--- src/rtl/exception_ctrl_if.sv ---
// Signal bundle between the MEM stage / CP0 and the exception controller.
// slave = controller side, master = pipeline/CP0 side.
interface exception_ctrl_if #(
   parameter int unsigned TIMER_W = 32
);
   logic [5:0]         int_hw;
   logic [31:0]        status_in;
   logic [31:0]        epc_in;
   logic               mem_valid;
   logic [31:0]        mem_pc;
   logic               mem_bd;
   logic [31:0]        mem_addr;
   logic               exc_if_adel;
   logic               exc_ri;
   logic               exc_sys;
   logic               exc_bp;
   logic               exc_ov;
   logic               exc_adel;
   logic               exc_ades;
   logic               eret;
   logic               cmp_wr;
   logic [TIMER_W-1:0] cmp_data;

   logic               except;
   logic [31:0]        pc;
   logic [31:0]        cause;
   logic [31:0]        state;
   logic [31:0]        badAddress;
   logic               flush;
   logic               redirect_valid;
   logic [31:0]        redirect_pc;
   logic [TIMER_W-1:0] count_out;
   logic               busy;

   modport slave (
      input  int_hw, status_in, epc_in, mem_valid, mem_pc, mem_bd, mem_addr,
             exc_if_adel, exc_ri, exc_sys, exc_bp, exc_ov, exc_adel, exc_ades,
             eret, cmp_wr, cmp_data,
      output except, pc, cause, state, badAddress, flush, redirect_valid,
             redirect_pc, count_out, busy
   );

   modport master (
      output int_hw, status_in, epc_in, mem_valid, mem_pc, mem_bd, mem_addr,
             exc_if_adel, exc_ri, exc_sys, exc_bp, exc_ov, exc_adel, exc_ades,
             eret, cmp_wr, cmp_data,
      input  except, pc, cause, state, badAddress, flush, redirect_valid,
             redirect_pc, count_out, busy
   );
endinterface

--- src/rtl/exception_ctrl.sv ---
// Exception/interrupt controller feeding CP0: prioritises MEM-stage exceptions,
// hardware and timer interrupts, and sequences capture, flush and fetch redirect.
module exception_ctrl #(
   parameter logic [31:0] EXC_VECTOR = 32'h0000_0380,
   parameter int unsigned TIMER_W    = 32
) (
   input  logic clk_i,
   input  logic rst_i,
   exception_ctrl_if.slave bus
);

   typedef enum logic [1:0] {
      S_IDLE     = 2'd0,
      S_TRAP     = 2'd1,
      S_REDIRECT = 2'd2
   } state_e;

   state_e             fsm_q;
   logic               tog_q;
   logic [TIMER_W-1:0] count_q;
   logic [TIMER_W-1:0] compare_q;
   logic               timer_pend_q;

   logic               except_q;
   logic               flush_q;
   logic               redirect_valid_q;
   logic               busy_q;
   logic [31:0]        epc_q;
   logic [31:0]        cause_q;
   logic [31:0]        status_q;
   logic [31:0]        bad_addr_q;
   logic [31:0]        redirect_pc_q;

   logic [7:0]         ip_c;
   logic               int_take_c;
   logic               exc_take_d;
   logic [4:0]         exc_code_d;
   logic [31:0]        bad_addr_d;
   logic [31:0]        epc_d;
   logic [31:0]        cause_d;

   // Event selection: fixed priority, interrupt first, nothing without a valid MEM instruction.
   always_comb begin
      ip_c       = {bus.int_hw[5] | timer_pend_q, bus.int_hw[4:0], 2'b00};
      int_take_c = (|(ip_c & bus.status_in[15:8])) & bus.status_in[0] & ~bus.status_in[1];
      exc_take_d = bus.mem_valid;
      exc_code_d = 5'd0;
      bad_addr_d = 32'd0;
      if (int_take_c) begin
         exc_code_d = 5'd0;
      end else if (bus.exc_if_adel) begin
         exc_code_d = 5'd4;
         bad_addr_d = bus.mem_pc;
      end else if (bus.exc_ri) begin
         exc_code_d = 5'd10;
      end else if (bus.exc_sys) begin
         exc_code_d = 5'd8;
      end else if (bus.exc_bp) begin
         exc_code_d = 5'd9;
      end else if (bus.exc_ov) begin
         exc_code_d = 5'd12;
      end else if (bus.exc_adel) begin
         exc_code_d = 5'd4;
         bad_addr_d = bus.mem_addr;
      end else if (bus.exc_ades) begin
         exc_code_d = 5'd5;
         bad_addr_d = bus.mem_addr;
      end else begin
         exc_take_d = 1'b0;
      end
      epc_d   = bus.mem_bd ? (bus.mem_pc - 32'd4) : bus.mem_pc;
      cause_d = {bus.mem_bd, timer_pend_q, 14'd0, ip_c, 1'b0, exc_code_d, 2'b00};
   end

   always_ff @(posedge clk_i) begin
      if (rst_i) begin
         fsm_q            <= S_IDLE;
         tog_q            <= 1'b0;
         count_q          <= '0;
         compare_q        <= '0;
         timer_pend_q     <= 1'b0;
         except_q         <= 1'b0;
         flush_q          <= 1'b0;
         redirect_valid_q <= 1'b0;
         busy_q           <= 1'b0;
         epc_q            <= 32'd0;
         cause_q          <= 32'd0;
         status_q         <= 32'd0;
         bad_addr_q       <= 32'd0;
         redirect_pc_q    <= 32'd0;
      end else begin
         // Count advances on every second clock; a Compare write beats a match in the same cycle.
         tog_q <= ~tog_q;
         if (tog_q) count_q <= count_q + TIMER_W'(1);
         if (bus.cmp_wr) begin
            compare_q    <= bus.cmp_data;
            timer_pend_q <= 1'b0;
         end else if ((count_q == compare_q) && (compare_q != '0)) begin
            timer_pend_q <= 1'b1;
         end

         except_q         <= 1'b0;
         flush_q          <= 1'b0;
         redirect_valid_q <= 1'b0;

         unique case (fsm_q)
            S_IDLE: begin
               if (exc_take_d) begin
                  fsm_q      <= S_TRAP;
                  busy_q     <= 1'b1;
                  except_q   <= 1'b1;
                  flush_q    <= 1'b1;
                  epc_q      <= epc_d;
                  cause_q    <= cause_d;
                  status_q   <= bus.status_in | 32'h0000_0002;
                  bad_addr_q <= bad_addr_d;
               end else if (bus.mem_valid && bus.eret) begin
                  redirect_valid_q <= 1'b1;
                  flush_q          <= 1'b1;
                  redirect_pc_q    <= bus.epc_in;
               end
            end
            S_TRAP: begin
               fsm_q            <= S_REDIRECT;
               redirect_valid_q <= 1'b1;
               redirect_pc_q    <= EXC_VECTOR;
            end
            S_REDIRECT: begin
               fsm_q  <= S_IDLE;
               busy_q <= 1'b0;
            end
            default: begin
               fsm_q  <= S_IDLE;
               busy_q <= 1'b0;
            end
         endcase
      end
   end

   assign bus.except         = except_q;
   assign bus.pc             = epc_q;
   assign bus.cause          = cause_q;
   assign bus.state          = status_q;
   assign bus.badAddress     = bad_addr_q;
   assign bus.flush          = flush_q;
   assign bus.redirect_valid = redirect_valid_q;
   assign bus.redirect_pc    = redirect_pc_q;
   assign bus.count_out      = count_q;
   assign bus.busy           = busy_q;

endmodule
--- src/flat_wrapper.sv ---
// flat-port wrapper written by rule: the top's interface ports become plain ports
module exception_ctrl_flat 
#(
   parameter logic [31:0] EXC_VECTOR = 32'h0000_0380,
   parameter int unsigned TIMER_W    = 32
)
  (clk_i, rst_i, bus_int_hw, bus_status_in, bus_epc_in, bus_mem_valid, bus_mem_pc, bus_mem_bd, bus_mem_addr, bus_exc_if_adel, bus_exc_ri, bus_exc_sys, bus_exc_bp, bus_exc_ov, bus_exc_adel, bus_exc_ades, bus_eret, bus_cmp_wr, bus_cmp_data, bus_except, bus_pc, bus_cause, bus_state, bus_badAddress, bus_flush, bus_redirect_valid, bus_redirect_pc, bus_count_out, bus_busy);
  exception_ctrl_if #(.TIMER_W(TIMER_W)) bus_i ();
  input  logic clk_i;
  input  logic rst_i;
  input wire logic [$bits(bus_i.int_hw)-1:0] bus_int_hw;
  input wire logic [$bits(bus_i.status_in)-1:0] bus_status_in;
  input wire logic [$bits(bus_i.epc_in)-1:0] bus_epc_in;
  input wire logic [$bits(bus_i.mem_valid)-1:0] bus_mem_valid;
  input wire logic [$bits(bus_i.mem_pc)-1:0] bus_mem_pc;
  input wire logic [$bits(bus_i.mem_bd)-1:0] bus_mem_bd;
  input wire logic [$bits(bus_i.mem_addr)-1:0] bus_mem_addr;
  input wire logic [$bits(bus_i.exc_if_adel)-1:0] bus_exc_if_adel;
  input wire logic [$bits(bus_i.exc_ri)-1:0] bus_exc_ri;
  input wire logic [$bits(bus_i.exc_sys)-1:0] bus_exc_sys;
  input wire logic [$bits(bus_i.exc_bp)-1:0] bus_exc_bp;
  input wire logic [$bits(bus_i.exc_ov)-1:0] bus_exc_ov;
  input wire logic [$bits(bus_i.exc_adel)-1:0] bus_exc_adel;
  input wire logic [$bits(bus_i.exc_ades)-1:0] bus_exc_ades;
  input wire logic [$bits(bus_i.eret)-1:0] bus_eret;
  input wire logic [$bits(bus_i.cmp_wr)-1:0] bus_cmp_wr;
  input wire logic [$bits(bus_i.cmp_data)-1:0] bus_cmp_data;
  output wire logic [$bits(bus_i.except)-1:0] bus_except;
  output wire logic [$bits(bus_i.pc)-1:0] bus_pc;
  output wire logic [$bits(bus_i.cause)-1:0] bus_cause;
  output wire logic [$bits(bus_i.state)-1:0] bus_state;
  output wire logic [$bits(bus_i.badAddress)-1:0] bus_badAddress;
  output wire logic [$bits(bus_i.flush)-1:0] bus_flush;
  output wire logic [$bits(bus_i.redirect_valid)-1:0] bus_redirect_valid;
  output wire logic [$bits(bus_i.redirect_pc)-1:0] bus_redirect_pc;
  output wire logic [$bits(bus_i.count_out)-1:0] bus_count_out;
  output wire logic [$bits(bus_i.busy)-1:0] bus_busy;
  assign bus_i.int_hw = bus_int_hw;
  assign bus_i.status_in = bus_status_in;
  assign bus_i.epc_in = bus_epc_in;
  assign bus_i.mem_valid = bus_mem_valid;
  assign bus_i.mem_pc = bus_mem_pc;
  assign bus_i.mem_bd = bus_mem_bd;
  assign bus_i.mem_addr = bus_mem_addr;
  assign bus_i.exc_if_adel = bus_exc_if_adel;
  assign bus_i.exc_ri = bus_exc_ri;
  assign bus_i.exc_sys = bus_exc_sys;
  assign bus_i.exc_bp = bus_exc_bp;
  assign bus_i.exc_ov = bus_exc_ov;
  assign bus_i.exc_adel = bus_exc_adel;
  assign bus_i.exc_ades = bus_exc_ades;
  assign bus_i.eret = bus_eret;
  assign bus_i.cmp_wr = bus_cmp_wr;
  assign bus_i.cmp_data = bus_cmp_data;
  assign bus_except = bus_i.except;
  assign bus_pc = bus_i.pc;
  assign bus_cause = bus_i.cause;
  assign bus_state = bus_i.state;
  assign bus_badAddress = bus_i.badAddress;
  assign bus_flush = bus_i.flush;
  assign bus_redirect_valid = bus_i.redirect_valid;
  assign bus_redirect_pc = bus_i.redirect_pc;
  assign bus_count_out = bus_i.count_out;
  assign bus_busy = bus_i.busy;
  exception_ctrl #(.EXC_VECTOR(EXC_VECTOR), .TIMER_W(TIMER_W)) u_core (.clk_i(clk_i), .rst_i(rst_i), .bus(bus_i));
endmodule
--- config.mk ---
export PLATFORM = sky130hd
export DESIGN_NAME = exception_ctrl_flat
export DESIGN_NICKNAME = d
export VERILOG_FILES = /design/src/rtl/exception_ctrl_if.sv /design/src/rtl/exception_ctrl.sv /design/src/flat_wrapper.sv
export SDC_FILE = /design/constraint.sdc
export NUM_CORES = 1
export LEC_CHECK = 0
export CAP_MARGIN = 5
export CORE_ASPECT_RATIO = 2
export CORE_MARGIN = 5
export CORE_UTILIZATION = 39
export CTS_CLUSTER_DIAMETER = 30
export DETAILED_ROUTE_END_ITERATION = 12
export GPL_ROUTABILITY_DRIVEN = 0
export PLACE_DENSITY = 0.77
export SETUP_SLACK_MARGIN = 0.3
export SYNTH_ARGS = -nofsm -noshare
export SYNTH_HDL_FRONTEND = slang
export SYNTH_SLANG_ARGS = --single-unit
export TNS_END_PERCENT = 1
--- constraint.sdc ---
create_clock -name clk_i -period 2.2 [get_ports clk_i]
set_input_delay 0.33 -clock clk_i [delete_from_list [all_inputs] [get_ports clk_i]]
set_output_delay 0.33 -clock clk_i [all_outputs]
set_load 0.1 [all_outputs]
Yosys cells after proc, flatten, opt, wreduce, memory -nomap -nowiden
Cells that the tools add are included.

cells by class
  add/sub/neg operators = 2
  $mul = 0
  divide/modulo/power cells = 0
  order comparisons = 0
  eq/ne operators = 5
  shifts and indexed selects = 0
  muxes and demuxes = 37
  bitwise operators = 8
  reductions and logical operators = 11

operators by type and width
  operator               count
  $mux 32                11
  $pmux 32 s2            1
  $mux 5                 7
  $add 32x1->32 const B  1
  $eq 32x32->1           1
  $reduce_bool 32->1     1
  $sub 32x3->32 const B  1
  $mux 1                 13
  $and 8x8->8            1
  $reduce_or 8->1        1
  $ne 2x1->1 const B     2
  $not 1->1              4
  $pmux 1 s2             2
  $pmux 2 s2             1
  $reduce_and 2->1       2
  $reduce_or 2->1        2
  $mux 3                 1
  $reduce_and 3->1       1
  $and 1x1->1            2
  $eq 2x1->1 const B     1
  $logic_and 1x1->1      2
  $logic_not 2->1        1
  $mux 2                 1
  $ne 2x2->1 const B     1
  other kinds (2)        2

word-level totals
  bits in registers = 213
  latch bits = 0
  RAM bits = 0
  bits in read-only memories = 0
  bits of input ports = 179
  output and inout bits = 196
  logic and storage cells = 77
  memories kept = 0

Logic depth before layout (Yosys ltp)
Gate-level depths: netlist of run 1.

  word-level depth = 10
  mapped depth = 7
  depth with buffers taken out = 6

Worst setup path after synthesis of run 1
OpenSTA, ideal clock, no wires.

  path type = flip-flop to flip-flop
  from = register u_core.count_q[6], in the netlist u_core.bus.count_out[6]
  to = register u_core.count_q[24], in the netlist u_core.bus.count_out[24]
  library setup time = 128 ps
  data arrival time = 2,413 ps
  data required time = 2,072 ps
  path slack = -341 ps
  cell stages (with the launch flop) = 8
  path buffers = 2
  period minus slack after synthesis = 2,541 ps
  cells stage by stage = dfxtp_1 -> and4_1 -> and3_1 -> clkbuf_1 -> clkbuf_1 -> nand4_1 -> xnor2_1 -> nor2_1

on the way
  longest elaborated chain between the ends = 1

RTL lines
  what                      line                  text
  start: declaration        exception_ctrl.sv:20  logic [TIMER_W-1:0] count_q;
  start signal: assignment  exception_ctrl.sv:94  if (tog_q) count_q <= count_q + TIMER_W'(1);
  $add 32x1->32             exception_ctrl.sv:94

Every way passes these cells.
A chain may end at the register's enable or synchronous reset.

Worst setup path in the final report of run 1
  from = input bus_status_in[10]
  to = register u_core.bad_addr_q[21], in the netlist u_core.bus.badAddress[21]

on the way
  longest elaborated chain between the ends = 6
  elaborated cells between the ends (all ways) = 7
  those cells by class = 2 x mux; 3 x bitwise; 2 x reduce/logical

RTL lines
  what                        line                   text
  start: declaration          flat_wrapper.sv:12     input wire logic [$bits(bus_i.status_in)-1:0] bus_status_in;
  $and 8x8->8 *               exception_ctrl.sv:45   int_take_c = (|(ip_c & bus.status_in[15:8])) & bus.status_in[0] & ~bus.status_in[1];
  $reduce_or 8->1 *           exception_ctrl.sv:45
  $and 1x1->1 * (2 in a row)  exception_ctrl.sv:45
  $mux 1                      exception_ctrl.sv:49   if (int_take_c) begin
  $reduce_and 2->1 (no line)  --
  end signal: assignment      exception_ctrl.sv:116  bad_addr_q <= bad_addr_d;
  end: declaration            exception_ctrl.sv:31   logic [31:0] bad_addr_q;

Every way passes the cells marked *; elsewhere a longest branch is shown, timed or not.

==> flow_summary.ini, run 1 <==
[status]
status = complete, no violations

[routing]
drt_iter0_markers = 586
dr.pass1.iters = 5
via_count = 8826
totalWireLength_mm = 33.7
drc = 0
postRouteAntennaNets = 0
wl_per_cell_um = 20.1
routed_via_density = 5.28

[place]
pre_cts_ws_ns = -0.447
dp_cells = 1602
port_buffers = 354
dp_hpwl_mm = 24.9

[worst_setup_path]
startpoint = bus_status_in[10]
path_cells = clkdlybuf4s50_1 > a222oi_1 > buf_4 > a31oi_2 > or4_1 > buf_12 > o2bb2ai_1
rrSetupSlack_ns = 0.36
crit_buf_inv = 3
crit_fanout = 33
cp_slowest_cell = or4_1
reg2reg_from = u_core.timer_pend_q
critical-path-max-stage-delay_ns = 0.50
cp-start-kind = input pin
crit_arrival_ns = 2.44
cp_top_family = buffers and inverters
worstPathRequired_ns = 2.66
worstSetupEndpointType = flip-flop
crit_type = input pin to flip-flop

[logic_synthesis]
ys_seq_area_share_pct = 48.4
syn-cell-area_mm2 = 0.00877
ys_warn_count = 0
avgSynthCellArea_um2 = 9.16
synth_top_area_share_pct = 48.4
synth_top_cell_by_area = dfxtp_1
yosysUniqueCellTypes = 51
yosys-top-cells-area = dfxtp_1, nand2_1, nor2_1, xnor2_1, xor2_1
ys_ff_latch = 212
synth_edf_count = 0
synth.most_common_cell = dfxtp_1
synthArstFlopShare_pct = 0
synthCells = 958
ys.flop_type = dfxtp_1
ys_top_cells_by_count = dfxtp_1, nand2_1, nor2_1

[clock_tree]
clock_sinks = 212
htree_levels = 1
ctsRootBufferMaster = clkbuf_16
cts_tree = done
insertion_delay_ns = 0.55
hold_buffers = 0
cts_made_buffers = 30
cts.clk_slew.worst_paths_ns = 0.06
clock_path_buffers = 3

[die]
die_x_um = 116
dieArea_mm2 = 0.0258
rows = 77
start_util_pct = 39.6
die_y_um = 222
core_area_mm2 = 0.0222
ios = 375

[power_and_ir_drop]
peakVddDrop_mv = 0.689
leakage_nw = 5.90
p_per_area_mw_per_mm2 = 826

[finish]
finish.utilization_pct = 63.3
seq_area_mm2 = 0.00427
drive_gt1_share_pct = 27.4
multiInputGateArea_mm2 = 0.00435
area_growth_pct = 59.9
finalNetCount = 1551
layout.cells.non_filler = 1671
fillers = 1852

[timing]
relSlewSlack_pct = 62.3
min_period_ns = 1.98
fin_skew_ns = 0.0147
worst_slack_ns = 0.220
holdWs_ns = 0.216
hold_violations = 0
setup_tns_ns = 0
slew_viol_final = 0
timing.fmax_ghz = 0.505
rsz0062_at_grt = true
tightest_slew_ns = 0.566
post-route-period-util_pct = 90.0
setup_viol = 0

[global_route]
grt_max_degree = 58
grt_pass1_vias = 8906
grt_first_pass_wirelength_mm = 49.7
grt_antenna_before_repair = 2
grt_util_all_layers_pct = 24.6
grt-ovfl-total = 0

[worst_hold_path]
min_path_type = input pin to flip-flop
min_from = rst_i

[run]
drv_cap = 0
kinds of logic (layout without fill, tap and decap cells):
logic type                 Yosys count  in the layout  synth area share [%]
AOI/OAI and AO/OA                  209            209                  16.4
muxes                               35             35                  4.02
buffers and inverters               92            508                  4.89
xor gates and xnor gates            86             86                  8.59
and+or+nand+nor                    321            321                  17.4
DFF                                212            212                  48.4
adders and majority gates            2              2                 0.285
other                                1             22                0.0427
metal layers:
layer,global-route usage (%),wire length [µm]
met2,47.2,18800
met5,0,0
met1,24.5,11200
met3,4.18,2030
met4,11.8,1640
stage by stage:
| step | instance area [µm²] | power, mW |
|---|---|---|
| 2_1_floorplan | 8870 | 5.82 |
| 3_3_place_gp | 12700 | 6.66 |
| 3_5_place_dp | 12700 | 6.68 |
| 4_1_cts | 13800 | 11.6 |
| 5_1_grt | 14000 | 12.0 |
| 6_report | 14000 | 11.6 |
repair_timing:
| item | 4_1_cts | 5_1_grt |
|---|---|---|
| setup endpoints to repair | 41 | 141 |
| gates resized for setup | 14 | 27 |
| pin swaps | 7 | 8 |
| buffers inserted | 2 | 5 |
| gates cloned | 1 | 4 |
final timing paths:
kind / end / cells after the start
min: u_core.compare_q[27] / 2
max reg2reg: u_core.bus.pc[6] / 7
max: u_core.bus.badAddress[21] / 7
min reg2reg: u_core.bus.state[23] / 2
cell type report:
type | count | area share [%]
inverters | 6 | 0.160
clock inverters | 18 | 1.43
diodes | 2 | 0.0357
repair buffers | 447 | 28.6
flip-flops and latches | 212 | 30.4
well taps | 276 | 2.46
clock buffers | 37 | 5.97
multi-input cells | 673 | 31.0
flip-flops by register name (all words and copies together), names as in the netlist, 2 cells and up:
signal,cells
u_core.bus.badAddress,32
u_core.bus.count_out,32
u_core.bus.pc,32
u_core.bus.redirect_pc,32
u_core.bus.state,32
u_core.compare_q,32
u_core.bus.cause,12
u_core.fsm_q,2
power by group:
group | leakage [nW] | total, mW | internal, mW | switching [mW]
clock | 0.503 | 4.90 | 3.07 | 1.83
combinational | 3.66 | 2.54 | 0.798 | 1.74
sequential | 1.74 | 4.15 | 4.02 | 0.128
layout by cell type (no fill, tap or decap), types with 34 or more instances in the layout:
master	netlist	final
xnor2_1	43	43
clkbuf_16	0	34
a21oi_1	65	64
buf_4	20	254
nor2_1	103	101
dfxtp_1	212	193
xor2_1	43	43
clkdlybuf4s50_1	0	165
nand2_1	105	105
(Power assumes the default switching activity.)
==> run 2, diff against run 1 <==
--- a/config.mk
+++ b/config.mk
@@ -5,7 +5,6 @@
 export SDC_FILE = /design/constraint.sdc
 export NUM_CORES = 1
 export LEC_CHECK = 0
-export CAP_MARGIN = 5
 export CORE_ASPECT_RATIO = 2
 export CORE_MARGIN = 5
 export CORE_UTILIZATION = 39
==> results of run 2 <==
Same layout as run 1: the final DEF is identical, and so are final timing and power.
==> run 3, diff against run 2 <==
--- a/config.mk
+++ b/config.mk
@@ -5,13 +5,13 @@
 export SDC_FILE = /design/constraint.sdc
 export NUM_CORES = 1
 export LEC_CHECK = 0
-export CORE_ASPECT_RATIO = 2
-export CORE_MARGIN = 5
-export CORE_UTILIZATION = 39
+export CORE_AREA = 5 5 143 145
 export CTS_CLUSTER_DIAMETER = 30
 export DETAILED_ROUTE_END_ITERATION = 12
+export DIE_AREA = 0 0 148 150
+export DONT_BUFFER_PORTS = 1
 export GPL_ROUTABILITY_DRIVEN = 0
-export PLACE_DENSITY = 0.77
+export PLACE_DENSITY = 0.62
 export SETUP_SLACK_MARGIN = 0.3
 export SYNTH_ARGS = -nofsm -noshare
 export SYNTH_HDL_FRONTEND = slang
==> run 3 against run 2 <==
Count of clock-buffer cells in the layout is 18 higher. Cell count shrank 8.3%. Routed wire length is 9.5% lower. Non-clock buffer count shrank 124. Clock power increased by 46%. First-iteration DRC count shrank 26%. Global-route usage grew 1.6 points. Critical endpoint is now u_core.bus.redirect_pc[26].
==> flow_summary.ini, run 3 (synthesis results as in run 1) <==
[finish]
area_growth_pct = 51.2
seq_area_mm2 = 0.00427
final_common_cell = buf_4
mostFrequentLayoutCells = buf_4, dfxtp_1, dlygate4sd3_1, nand2_1, nor2_1
fillers = 1407
finalNetCount = 1443
multiInputGateArea_mm2 = 0.00425
finish.utilization_pct = 69.5
drive_gt1_share_pct = 24.6
stdcell_area_mm2 = 0.0133
antennaDiodeCount = 0

[routing]
totalWireLength_mm = 30.5
routed-wl-met2_mm = 15.4
wl_per_cell_um = 19.9
drt_iter0_markers = 432
routed_via_density = 5.53
postRouteAntennaNets = 0
highest_layer = met4
drc = 0
wl_met1_mm = 11.3
dr_wl_met3_mm = 2.90
via_count = 8467
dr.pass1.iters = 7

[clock_tree]
cts.clk_slew.worst_paths_ns = 0.04
insertion_delay_ns = 0.52
cts_made_buffers = 45
cts_tree = done
clock_path_buffers = 3
post_cts_buffers = 0
clock_sinks = 212
htree_levels = 2
ctsRootBufferMaster = clkbuf_16

[worst_setup_path]
crit_arrival_ns = 2.37
crit_fanout = 15
cp-start-kind = flip-flop
worstPathRequired_ns = 2.64
worstSetupEndpointType = flip-flop
crit_type = flip-flop to flip-flop
ff2ff_path_depth = 5

[die]
rows = 51
dieArea_mm2 = 0.0222
die_y_um = 150
core_area_mm2 = 0.0191
die_x_um = 148
ios = 375
start_util_pct = 46.0

[power_and_ir_drop]
total_power_mw = 13.5
peakVddDrop_mv = 0.693
p_per_area_mw_per_mm2 = 1010
leakage_nw = 5.64

[place]
port_buffers = 0
dp_hpwl_mm = 19.3
placedInstanceArea_mm2 = 0.0104
pre_cts_ws_ns = -0.0512

[timing]
rsz0062_at_grt = true
tightest_slew_ns = 0.741
relSlewSlack_pct = 50.6
setup_viol = 0
worst_slack_ns = 0.271
slew_viol_final = 0
min_period_ns = 1.93
hold_violations = 0
timing.fmax_ghz = 0.519
setup_tns_ns = 0
post-route-period-util_pct = 87.7
fin_skew_ns = 0.0135

[global_route]
grt-ovfl-total = 0
grt_util_all_layers_pct = 26.2
grt_antenna_before_repair = 0
grt_pass1_vias = 8671
grt_first_pass_wirelength_mm = 46.9
grt_max_degree = 87

[worst_hold_path]
min_path_type = input pin to flip-flop
hold-path-cell-count = 2

[run]
drv_cap = 0

[status]
status = complete, no violations
run 3: cell count changes in the layout (fill, tap and decap cells not counted), moves of 3 or more:
cell             change
a211oi_2             -6
dlygate4sd3_1      +120
or3_4                -3
buf_4               -59
a211oi_1             +6
buf_12               -4
or3_1                +3
clkdlybuf4s50_1    -165
dlygate4sd2_1        -4
clkbuf_1             +3
bufinv_16            +7
dlymetal6s2s_1       -5
clkbuf_16           +11
run 3: layout make-up:
| class | instances | share of cell area [%] |
|---|---|---|
| Sequential cell | 212 | 32.2 |
| Multi-Input combinational cell | 674 | 32.0 |
| Timing Repair Buffer | 323 | 21.3 |
| Clock buffer | 55 | 9.15 |
| Clock inverter | 24 | 2.97 |
| Tap cell | 238 | 2.24 |
| Inverter | 6 | 0.170 |
run 3: worst paths after layout:
path / start / end / slack (ns)
max: u_core.timer_pend_q / u_core.bus.redirect_pc[26] / 0.27
min: bus_mem_pc[2] / u_core.bus.pc[2] / 0.02
max reg2reg: u_core.timer_pend_q / u_core.bus.redirect_pc[26] / 0.27
min reg2reg: u_core.bus.pc[0] / u_core.bus.pc[0] / 0.45
run 3: what timing repair did:
item | CTS | global route
gates cloned | 1 | 0
endpoints found under the setup margin | 29 | 55
hold buffers | 121 | 0
resized for setup | 0 | 5
hold endpoints to repair | 162 | 0
pin swaps | 1 | 1
run 3: report_power, final:
part	switching [mW]	internal [mW]
Sequential	0.101	4.03
Combinational	1.60	0.565
Clock	2.11	5.06
run 3: layer usage:
layer / up-vias / global-route usage [%]
li1: 3988 / -
met3: 76 / 8.99
met1: 3985 / 30.2
met5: - / 0
met2: 418 / 45.4
met4: 0 / 8.96
run 3: worst max-delay path: stages (launching register included):
cell,delay [ns]
dfxtp_1,0.35
o21ai_0,0.13
a31oi_1,0.35
nor3b_4,0.14
o31ai_4,0.63
a22o_1,0.25
run 3: per-stage QoR:
step / hold slack [ns] / instances
after floorplan: 0.455 / 977
after global placement: 0.409 / 1331
after detailed placement: 0.411 / 1331
after CTS: 0.000281 / 1532
after global routing: 0.000536 / 1532
final: 0.0192 / 1532
==> edit 1 (config.mk and constraints of run 2) <==
`TIMER_W` is set to 32 in 3 places; all go to 64.
--- a/src/rtl/exception_ctrl_if.sv
+++ b/src/rtl/exception_ctrl_if.sv
@@ -1,7 +1,7 @@
 // Signal bundle between the MEM stage / CP0 and the exception controller.
 // slave = controller side, master = pipeline/CP0 side.
 interface exception_ctrl_if #(
-   parameter int unsigned TIMER_W = 32
+   parameter int unsigned TIMER_W = 64
 );
    logic [5:0]         int_hw;
    logic [31:0]        status_in;
--- a/src/rtl/exception_ctrl.sv
+++ b/src/rtl/exception_ctrl.sv
@@ -2,7 +2,7 @@
 // hardware and timer interrupts, and sequences capture, flush and fetch redirect.
 module exception_ctrl #(
    parameter logic [31:0] EXC_VECTOR = 32'h0000_0380,
-   parameter int unsigned TIMER_W    = 32
+   parameter int unsigned TIMER_W    = 64
 ) (
    input  logic clk_i,
    input  logic rst_i,
--- a/src/flat_wrapper.sv
+++ b/src/flat_wrapper.sv
@@ -2,7 +2,7 @@
 module exception_ctrl_flat 
 #(
    parameter logic [31:0] EXC_VECTOR = 32'h0000_0380,
-   parameter int unsigned TIMER_W    = 32
+   parameter int unsigned TIMER_W    = 64
 )
   (clk_i, rst_i, bus_int_hw, bus_status_in, bus_epc_in, bus_mem_valid, bus_mem_pc, bus_mem_bd, bus_mem_addr, bus_exc_if_adel, bus_exc_ri, bus_exc_sys, bus_exc_bp, bus_exc_ov, bus_exc_adel, bus_exc_ades, bus_eret, bus_cmp_wr, bus_cmp_data, bus_except, bus_pc, bus_cause, bus_state, bus_badAddress, bus_flush, bus_redirect_valid, bus_redirect_pc, bus_count_out, bus_busy);
   exception_ctrl_if #(.TIMER_W(TIMER_W)) bus_i ();
Interface: changed (resized bus_cmp_data and bus_count_out); port bits go from 375 to 439. No check against the original RTL was run, so the function may have changed too.
==> edit 1 against run 2 <==
  * Global-route usage rose by 2.8 points
  * Area after synthesis up 38%
  * Sequential share of layout area decreased by 0.91 points
  * First-iteration DRC count increased by 16%
  * Wire length rose by 47%
  * Total power rose by 33%
  * Sequential cell count grew 64
  * Sequential power grew 29%
  * Design area grew 37%
  * Final cell count rose by 38%
  * Critical path depth decreased by 1
  * Combinational power up 11%
  * Largest power group unchanged
  * Worst setup slack got worse by 0.17 ns
  * Clock power is 48% higher
==> edit 1: results (changes against run 2) <==
status: "complete, no violations"
ys_async_sr_fraction: 0  # unchanged
drt-initial-drc-count: 680  # +16%
h-tree-depth: 2  # +1
cpPeakStageDelay_ns: 0.58  # +0.08 ns
synth_area_leaders: "dfxtp_1 (46%), xnor2_1 (6.4%), nor2_1 (5.7%), mux2i_1 (5.4%), a22oi_1 (3.8%)"
grt_max_degree: 87  # +50%
grt_use_total: 0.274  # +0.0280
grt_pass1_vias: 13300  # +50%
clk_path_buf_depth: 3  # unchanged
antenna_found_initial: 0  # -2
yosysWarnings: 0  # unchanged
p_leak_nw: 7.79  # +32%
drive_gt1_frac: 0.290  # +0.0167
ir_drop_mv: 0.648  # -6.0%
cp_max_fo: 5  # -85%
grt_pass1_wl_um: 74600  # +50%
timing.fmax_mhz: 465  # -8.0%
synth.yosys.seq_area_share: 0.455  # -0.0283
path_clk_slew_ns: 0.05
cts-buffers-inserted: 43  # +43%
antenna_cells: 0  # -2
relSlewSlack: 0.562  # -0.0610
root_buffer: "clkbuf_16"
clkLatencyLatePin_ns: 0.54
routed_via_density: 5.53  # +4.7%
fin_nets: 2114  # +36%
synth_common_cells: "dfxtp_1 (276), nor2_1 (185), nand2_1 (115), xnor2_1 (88), clkbuf_1 (78)"
drtPass1Iterations: 5  # unchanged
dp_slack_ns: -0.512  # -0.0643 ns
ys.flop_type: "dfxtp_1"
synth_cell_types: 57  # +12%
yosys.area.top_type_share: 0.455  # -0.0283
cp.arrival_ns: 2.61  # +0.17 ns
hp-class: "in2reg"
hpwlAfterDp_um: 37100  # +49%
skew_ns: 0.0232  # +0.00853 ns
slowest_stage: "or4_4"
portBuffers: 418  # +18%
routed_wl_um: 49500  # +47%
r2r_setup_slack_ns: 0.05  # -0.31 ns
==> edit 1: changes by cell type in the layout (fill, tap and decap cells not counted), sizes merged, moves of 32 or more <==
cell / change
xnor2: +45
clkdlybuf4s50: +43
buf: +113
mux2i: +32
dfxtp: +64
nor2: +82
==> edit 1: area by class of cell <==
cell class	instances	area (µm²)
Fill cell	2480	11500
Clock buffer	57	1280
Sequential cell	276	5690
Tap cell	372	465
Multi-Input combinational cell	973	6330
Clock inverter	20	277
Timing Repair Buffer	589	5160
Inverter	18	67.6
==> edit 1: cells by family (layout without fill, tap and decap cells) <==
kind of cell             Yosys count  in the layout  share of synthesized area
XOR/XNOR                         117            117                     0.0845
buffers and inverters            129            684                     0.0472
multiplexers                      71             71                     0.0592
AO/OA/AOI/OAI                    243            243                      0.139
adder cells (fa/ha/maj)            2              2                    0.00206
other                              1             20                   0.000309
flip-flops                       276            276                      0.455
AND/OR/NAND/NOR                  520            520                      0.212
==> edit 1: worst paths after layout <==
path | from | to | depth (start not counted)
setup reg to reg | u_core.bus.count_out[27] | u_core.bus.count_out[45] | 6
hold / removal | rst_i | u_core.bus.count_out[21] | 2
hold reg to reg | u_core.bus.state[21] | u_core.bus.state[21] | 2
setup / recovery | u_core.bus.count_out[27] | u_core.bus.count_out[45] | 6
==> edit 1: metal layers <==
metal  vias up  wire length (µm)  GRT usage
met5         -                 0          0
met4         0              4620      0.221
met3       210              3500     0.0590
met2       612             26100      0.505
met1      5991             15300      0.253
li1       5940                 -          -
==> edit 1: stage by stage <==
stage | utilization | TNS [ns] | hold slack, ns | cell area (µm²) | cells
after floorplan | - | -2.40 | 0.455 | 12400 | 1378
after global placement | 0.568 | -36.51 | 0.443 | 17500 | 2222
after detailed placement | 0.568 | -37.38 | 0.448 | 17500 | 2222
after CTS | 0.625 | 0 | 0.174 | 19200 | 2305
after global routing | 0.627 | 0 | 0.194 | 19300 | 2305
final | 0.627 | 0 | 0.199 | 19300 | 2305
==> edit 1: what timing repair did <==
| item | in CTS | in global routing |
|---|---|---|
| buffers inserted | 4 | 0 |
| endpoints found under the hold margin | 0 | 0 |
| resized for setup | 22 | 10 |
| pin swaps | 15 | 3 |
| endpoints found under the setup margin | 128 | 172 |
| gates cloned | 2 | 0 |
==> edit 1: power by group <==
group | switching (mW) | total, mW | internal [mW]
Clock | 2.54 | 7.27 | 4.72
Combinational | 1.90 | 2.83 | 0.932
Sequential | 0.165 | 5.34 | 5.17
Total | 4.61 | 15.4 | 10.8
==> edit 1: critical path: cells and delay by family (launching register included) <==
kind                   cells  cell delay, ns
DFF                        1            0.34
buffers and inverters      1            0.18
and+or+nand+nor            4            1.42
AOI/OAI and AO/OA          1            0.15
==> edit 2 (config.mk and constraints of run 2) <==
Without the edit above. The 3 states of `state_e` get a one-hot encoding in 3 bits.
--- a/src/rtl/exception_ctrl.sv
+++ b/src/rtl/exception_ctrl.sv
@@ -9,10 +9,10 @@
    exception_ctrl_if.slave bus
 );
 
-   typedef enum logic [1:0] {
-      S_IDLE     = 2'd0,
-      S_TRAP     = 2'd1,
-      S_REDIRECT = 2'd2
+   typedef enum logic [2:0] {
+      S_IDLE     = 3'b001,
+      S_TRAP     = 3'b010,
+      S_REDIRECT = 3'b100
    } state_e;
 
    state_e             fsm_q;
Formal check against the unedited RTL: no difference found for any inputs over 4 cycles, from zero or initial values and one cycle with rst_i high; so few cycles prove little.
==> edit 2 against run 2 <==
  * Worst hold slack improved by 0.043 ns
  * Sequential cell count increased by 1
  * Wire length decreased by 5.7%
  * Area after synthesis increased by 3.3%
  * Design area decreased by 0.12%
  * Total power increased by 4.0%
  * Clock skew increased by 0.0027 ns
  * Worst setup slack improved by 0.034 ns
  * Non-clock buffer count decreased by 16
  * Sequential share of layout area increased by 0.33 points
  * Critical path type unchanged
==> edit 2: results (changes against run 2) <==
post_dp_cell_area_um2: 12900  # +1.6%
pg_comb_mw: 2.90  # +14%
synth_common_cells: "dfxtp_1 (213), nand2_1 (142), nor2_1 (116), a21oi_1 (81), xnor2_1 (56)"
drtPass1Iterations: 4  # -1
antenna_found_initial: 2  # unchanged
fin_nets: 1605  # +3.5%
drt-initial-drc-count: 331  # -44%
hpwlAfterDp_um: 24100  # -3.3%
routed_wl_um: 31700  # -5.7%
avgSynthCellArea_um2: 8.76  # -4.3%
post_drt_wl_per_cell_um: 18.4  # -8.9%
wl_met1_um: 10900  # -2.8%
nFillCells: 2019  # +9.0%
reg2reg_depth: 6  # -1
skew_ns: 0.0174  # +0.00272 ns
tightest_slew_ns: 0.607  # +0.0417 ns
dp_slack_ns: -0.329  # +0.118 ns
grt_use_total: 0.221  # -0.0246
h-tree-depth: 1  # unchanged
slowest_stage: "or4b_1"
clk_path_buf_depth: 3  # unchanged
cpPeakStageDelay_ns: 0.57  # +0.07 ns
cp_max_fo: 33  # unchanged
ys_async_sr_fraction: 0  # unchanged
ys.flop_type: "dfxtp_1"
power_density_nw_per_um2: 860  # +4.2%
drv_cap: 0  # unchanged
ir_drop_mv: 0.584  # -15%
num_vias: 9062  # +2.7%
grt_pass1_vias: 9164  # +2.9%
p_leak_nw: 5.62  # -4.9%
internal_power_mw: 8.04  # +1.9%
cp_top_family: "compound AO/OA/AOI/OAI gates"
yosysWarnings: 0  # unchanged
hp-class: "in2reg"
grt_pass1_wl_um: 48100  # -3.2%
whs_path_depth: 2  # unchanged
path_clk_slew_ns: 0.05
dr_wl_met2_um: 16800  # -11%
portBuffers: 354  # unchanged
grt_max_degree: 54  # -6.9%
cp.arrival_ns: 2.34  # -0.10 ns
fin_area_um2: 14000  # -0.12%
root_buffer: "clkbuf_16"
placed_cells: 1674  # +4.5%
dr_wl_met3_um: 2270  # +12%
status: "complete, no violations"
synth_area_leaders: "dfxtp_1 (47%), nand2_1 (5.9%), xnor2_1 (5.4%), nor2_1 (4.8%), a21oi_1 (4.5%)"
cts-buffers-inserted: 30  # unchanged
synth_cell_types: 54  # +5.9%
clkLatencyLatePin_ns: 0.55  # about the same
drive_gt1_frac: 0.244  # -0.0294
synth.yosys.seq_area_share: 0.471  # -0.0130
powerClk_mw: 4.94  # +0.8%
top_layer: "met5"
edit 2: cell types whose count changed after synthesis, moves of 13 or more:
cell / before / now
a211oi_1: 10 / 28
a22o_1: 29 / 0
nand3_1: 14 / 31
nor2_1: 103 / 116
xnor2_1: 43 / 56
a21oi_1: 65 / 81
xor2_1: 43 / 29
nand2_1: 105 / 142
o21ai_0: 23 / 7
buf_2: 7 / 23
nor3_1: 15 / 32
edit 2: cells by family (layout without fill, tap and decap cells):
family	count (synthesis)	in the layout	share of synthesized area
other	1	21	0.000414
adders and majority gates	2	2	0.00276
AOI/OAI and AO/OA	195	195	0.143
xor gates and xnor gates	85	85	0.0822
and+or+nand+nor	407	407	0.212
muxes	33	33	0.0365
buffers and inverters	98	491	0.0525
DFF	213	213	0.471
edit 2: final timing paths:
kind                                                   end            startpoint  slack, ns
worst max register to register  u_core.bus.redirect_pc[10]       u_core.fsm_q[2]       0.33
worst min register to register        u_core.bus.cause[30]  u_core.bus.cause[30]       0.45
worst min-delay path                  u_core.compare_q[18]                 rst_i       0.26
worst max-delay path            u_core.bus.redirect_pc[10]         bus_int_hw[0]       0.25
edit 2: layout make-up:
class / instances / share of cell area
timing repair buffer: 431 / 0.272
multi-input combinational: 742 / 0.320
clock buffer: 38 / 0.0579
inverter: 6 / 0.00161
clock inverter: 16 / 0.0163
antenna: 1 / 0.000179
tap: 283 / 0.0253
sequential: 213 / 0.307
edit 2: what timing repair did:
item | CTS | global route
setup buffers | 0 | 0
gates resized for setup | 1 | 10
setup endpoints to repair | 71 | 135
cloned | 0 | 1
pin swaps | 0 | 3
hold buffers | 0 | 0
edit 2: metal layers:
layer	global-route usage	vias to the layer above
met2	0.416	363
met3	0.0563	100
li1	-	4366
met1	0.219	4231
met4	0.123	2
met5	0	-
